## src/rtl/recir_idle_lanes.sv

```systemverilog
// recir_idle_lanes: per-lane router between the mux path and the tester
// (recirculation) path, gated by a debounced link-active FSM. In FORWARD,
// IDLE symbols are still recirculated and never reach the mux path.
// Optional feature macro: RECIR_IDLE_STATS_EN (adds saturating lane-word counters).
module recir_idle_lanes #(
  parameter int unsigned       LANES    = 4,
  parameter int unsigned       DATA_W   = 8,
  parameter int unsigned       SYNC_CNT = 4,
  parameter logic [DATA_W-1:0] IDLE_SYM = 8'hBC
) (
  input  logic                    clk1f,
  input  logic                    reset,
  input  logic                    active_in,
  input  logic [LANES*DATA_W-1:0] in_data,
  input  logic [LANES-1:0]        valid_in,
  output logic [LANES*DATA_W-1:0] out_m_data,
  output logic [LANES-1:0]        valid_outm,
  output logic [LANES*DATA_W-1:0] out_t_data,
  output logic [LANES-1:0]        valid_outt,
  output logic [1:0]              state_o
`ifdef RECIR_IDLE_STATS_EN
  ,
  output logic [15:0]             cnt_m,
  output logic [15:0]             cnt_t
`endif
);

  localparam int unsigned CW = $clog2(SYNC_CNT + 1);

  localparam logic [1:0] ST_RECIR   = 2'b00;
  localparam logic [1:0] ST_ARM     = 2'b01;
  localparam logic [1:0] ST_FORWARD = 2'b10;

  logic [1:0]              state, state_nx;
  logic [CW-1:0]           cnt, cnt_nx;
  logic [LANES*DATA_W-1:0] m_data_nx, t_data_nx;
  logic [LANES-1:0]        m_valid_nx, t_valid_nx;

  // Debounce FSM: count consecutive active_in samples before forwarding.
  always_comb begin
    state_nx = state;
    cnt_nx   = cnt;
    case (state)
      ST_RECIR: begin
        if (active_in) begin
          cnt_nx   = CW'(1);
          state_nx = (SYNC_CNT == 1) ? ST_FORWARD : ST_ARM;
        end
      end
      ST_ARM: begin
        if (!active_in) begin
          state_nx = ST_RECIR;
          cnt_nx   = '0;
        end else begin
          cnt_nx = cnt + 1'b1;
          if (32'(cnt) + 32'd1 == SYNC_CNT) state_nx = ST_FORWARD;
        end
      end
      ST_FORWARD: begin
        if (!active_in) begin
          state_nx = ST_RECIR;
          cnt_nx   = '0;
        end
      end
      default: begin
        state_nx = ST_RECIR;
        cnt_nx   = '0;
      end
    endcase
  end

  // Per-lane routing decision using the state held during this cycle.
  always_comb begin
    m_data_nx  = '0;
    t_data_nx  = '0;
    m_valid_nx = '0;
    t_valid_nx = '0;
    for (int unsigned k = 0; k < LANES; k++) begin
      if (valid_in[k]) begin
        if (state == ST_FORWARD && in_data[k*DATA_W +: DATA_W] != IDLE_SYM) begin
          m_data_nx[k*DATA_W +: DATA_W] = in_data[k*DATA_W +: DATA_W];
          m_valid_nx[k]                 = 1'b1;
        end else begin
          t_data_nx[k*DATA_W +: DATA_W] = in_data[k*DATA_W +: DATA_W];
          t_valid_nx[k]                 = 1'b1;
        end
      end
    end
  end

  // State, counter and registered outputs; sync reset flushes everything.
  always_ff @(posedge clk1f) begin
    if (reset) begin
      state      <= ST_RECIR;
      cnt        <= '0;
      out_m_data <= '0;
      valid_outm <= '0;
      out_t_data <= '0;
      valid_outt <= '0;
    end else begin
      state      <= state_nx;
      cnt        <= cnt_nx;
      out_m_data <= m_data_nx;
      valid_outm <= m_valid_nx;
      out_t_data <= t_data_nx;
      valid_outt <= t_valid_nx;
    end
  end

  assign state_o = state;

`ifdef RECIR_IDLE_STATS_EN
  function automatic logic [15:0] sat_add(input logic [15:0] c, input logic [LANES-1:0] v);
    logic [16:0] s;
    s = {1'b0, c};
    for (int unsigned k = 0; k < LANES; k++) s = s + {16'd0, v[k]};
    return s[16] ? 16'hFFFF : s[15:0];
  endfunction

  // Saturating lane-word counters per path, advanced by this cycle's routed words.
  always_ff @(posedge clk1f) begin
    if (reset) begin
      cnt_m <= '0;
      cnt_t <= '0;
    end else begin
      cnt_m <= sat_add(cnt_m, m_valid_nx);
      cnt_t <= sat_add(cnt_t, t_valid_nx);
    end
  end
`endif

endmodule

```

## config.mk

```make
export PLATFORM = sky130hd
export DESIGN_NAME = recir_idle_lanes
export DESIGN_NICKNAME = d
export VERILOG_FILES = /design/src/rtl/recir_idle_lanes.sv
export SDC_FILE = /design/constraint.sdc
export NUM_CORES = 1
export LEC_CHECK = 0
export ABC_AREA = 1
export BUFFER_PORTS_ARGS = -buffer_cell sky130_fd_sc_hd__buf_2
export CORE_ASPECT_RATIO = 0.5
export CORE_UTILIZATION = 45
export DETAILED_ROUTE_END_ITERATION = 16
export MAX_ROUTING_LAYER = met4
export PLACE_DENSITY = 0.88
export SKIP_CTS_REPAIR_TIMING = 1
export SLEW_MARGIN = 20
export SYNTH_ARGS = -nofsm -noshare
export SYNTH_HDL_FRONTEND = slang
export SYNTH_SLANG_ARGS = --single-unit
```

## constraint.sdc

```tcl
create_clock -name clk1f -period 1.2 [get_ports clk1f]
set_input_delay 0.24 -clock clk1f [delete_from_list [all_inputs] [get_ports clk1f]]
set_output_delay 0.24 -clock clk1f [all_outputs]
set_load 0.05 [all_outputs]
```

==> flow_summary.ini <==
[run_status]
status = completed

[finish]
drive_gt1_frac = 0.357
nNetsFinal = 434
multi_input_area_sq_um = 611
seq_area_sq_um = 1550
n_antenna_cell = 0
fill_cells = 408
stdcell_count = 468
areaGrowthSynthToFinish_pct = 40.9
final_core_util = 0.665

[power]
combPwrFrac = 0.084
p_leak_nw = 1.91
ir_drop_mv = 0.861
power_frac_seq = 0.487
switching_share = 0.221
intPower_w = 0.00420
p_per_area_nw_per_um2 = 1630
clkPwrFrac = 0.429
power_switching_w = 0.00119

[setup_path]
cpMaxStageDelayCell = dfxtp_4
start_kind = flip-flop
crit_family = flip-flops
critPathBufInv = 1
path_max_fanout = 2
crit_required_ns = 0.96
cp_cell_sequence = buf_2
max_stage_delay_ns = 0.34
path_class = reg -> out
end_kind = output port
worstPathArrival_ns = 0.92

[logic_synthesis]
yosys_warnings = 0
syn_area_sq_um = 2350
synth_cell_type_count = 12
postSynthCellCount = 269
yosysSeqAreaShare = 0.656
synth_area_per_cell_sq_um = 8.74
ys_ff_latch = 77
syn_nets = 310

[sta]
rsz0062_at_grt = yes
drv_slew = 0
fin_crit_sh = 0.970
fin_crit_ns = 1.16
slew_headroom = 0.823
finalClockSkew_ns = 0.00718
max_freq_mhz = 859
fin_tns_setup_ns = 0
setup_viol = 0
hold_viol = 0
tightest_slew_ns = 0.267

[grt]
grt_pass1_wl_um = 7820
grt_overflow_total = 0
grt_use_total = 0.196
antenna_found_initial = 0
grt_pass1_vias = 1786
grt_max_degree = 13

[die]
initial_utilization = 0.472
io_pins = 113
die_h_um = 53.1
rows = 18
die_w_um = 104
die-area_sq_um = 5540
core_area_sq_um = 4980

[clock_network]
h-tree-depth = 3
insertion_delay_ns = 0.33
cts_root_buffer = clkbuf_8
cts_tree = yes
clockBufferDepth = 2
cts_buffers = 9
clkSlewWorstSetupHoldPaths_ns = 0.07
cts.sinks = 77

[route]
drtPass1Iterations = 4
post_drt_wl_per_cell_um = 10.7
routed_wl_um = 5030
routed-via-count = 1963
drc = 0
detail-route-antenna-nets = 0
via_per_inst = 4.19
drtIter0Drc = 84

[min_path]
hold_path_class = in -> reg

[placement]
place_congestion = 0.792
place_inst = 452
post-dp-hpwl_um = 3710
io_buffers = 112

[job]
max_cap_viol_count = 0
-- layer usage --
metal	vias to the layer above	global-route usage	routed length [um]
met2	42	0.352	2710
met5	-	-	0
li1	1028	-	-
met1	891	0.202	2080
met3	2	0.0764	209
met4	0	0.0738	24
-- final timing paths --
check                            endpoint  depth (start not counted)  slack, ns               startpoint
setup / recovery               state_o[1]                          1       0.04  state_o[1]$_SDFFE_PP0P_
hold / removal    state_o[1]$_SDFFE_PP0P_                          2       0.13                    reset
setup reg to reg      cnt[1]$_SDFFE_PP0P_                          6       0.06  state_o[1]$_SDFFE_PP0P_
hold reg to reg       cnt[1]$_SDFFE_PP0P_                          2       0.50      cnt[1]$_SDFFE_PP0P_
-- synthesized netlist by cell type (all sizes together) --
cell type | count | area share
nand3 | 7 | 0.026
ha | 2 | 0.011
dfxtp | 77 | 0.66
a21oi | 5 | 0.011
inv | 55 | 0.088
nand2 | 47 | 0.079
nand4 | 1 | 0.0027
nor2 | 75 | 0.13
-- metrics by stage --
stage          total power (W)  cell area (sq um)  worst slack (ns)  hold slack, ns
2_1_floorplan          0.00297               2360            0.0910           0.299
3_3_place_gp           0.00312               3010             0.107           0.458
3_5_place_dp           0.00313               3010            0.0637           0.458
4_1_cts                0.00545               3270            -0.121          0.0899
5_1_grt                0.00563               3310           -0.0403           0.100
6_report               0.00539               3310            0.0361           0.127
-- power by group through the flow --
stage / logic (W) / clock network, W / registers (W)
after global routing: 0.000489 / 0.00252 / 0.00263
after global placement: 0.000435 / 0 / 0.00268
after CTS: 0.000444 / 0.00238 / 0.00263
final: 0.000453 / 0.00232 / 0.00263
after detailed placement: 0.000441 / 0 / 0.00269
after floorplan: 0.000105 / 0 / 0.00287
-- registers in the layout, summed over array words and instances, names as in the netlist --
signal,count
out_m_data,32
out_t_data,32
valid_outm,4
valid_outt,4
cnt,3
state_o,2
-- cells in the final DEF, fill, tap and decap left out --
master,count
a21oi_1,5
buf_2,101
buf_4,2
buf_8,1
bufinv_16,2
clkbuf_1,1
clkbuf_16,1
clkbuf_4,9
clkbuf_8,12
dfxtp_1,74
dfxtp_2,1
dfxtp_4,2
ha_1,2
inv_1,55
nand2_1,43
nand2_2,4
nand3_1,2
nand3_2,4
nand3_4,1
nand4_1,1
nor2_1,73
nor2_2,1
nor2_8,1
-- kinds of logic after synthesis --
kind of cell,count (synthesis),synth area share
AOI/OAI and AO/OA,5,0.0106
and+or+nand+nor,130,0.235
adders and majority gates,2,0.0106
buffers and inverters,55,0.0878
DFF,77,0.656
-- layout make-up --
type	instances	share of cell area
sequential	77	0.468
multi-input combinational	137	0.184
timing repair buffer	113	0.182
inverter	55	0.0623
clock buffer	14	0.0586
tap	70	0.0264
clock inverter	2	0.0181
Note: power is estimated with default switching activity, not from simulation.
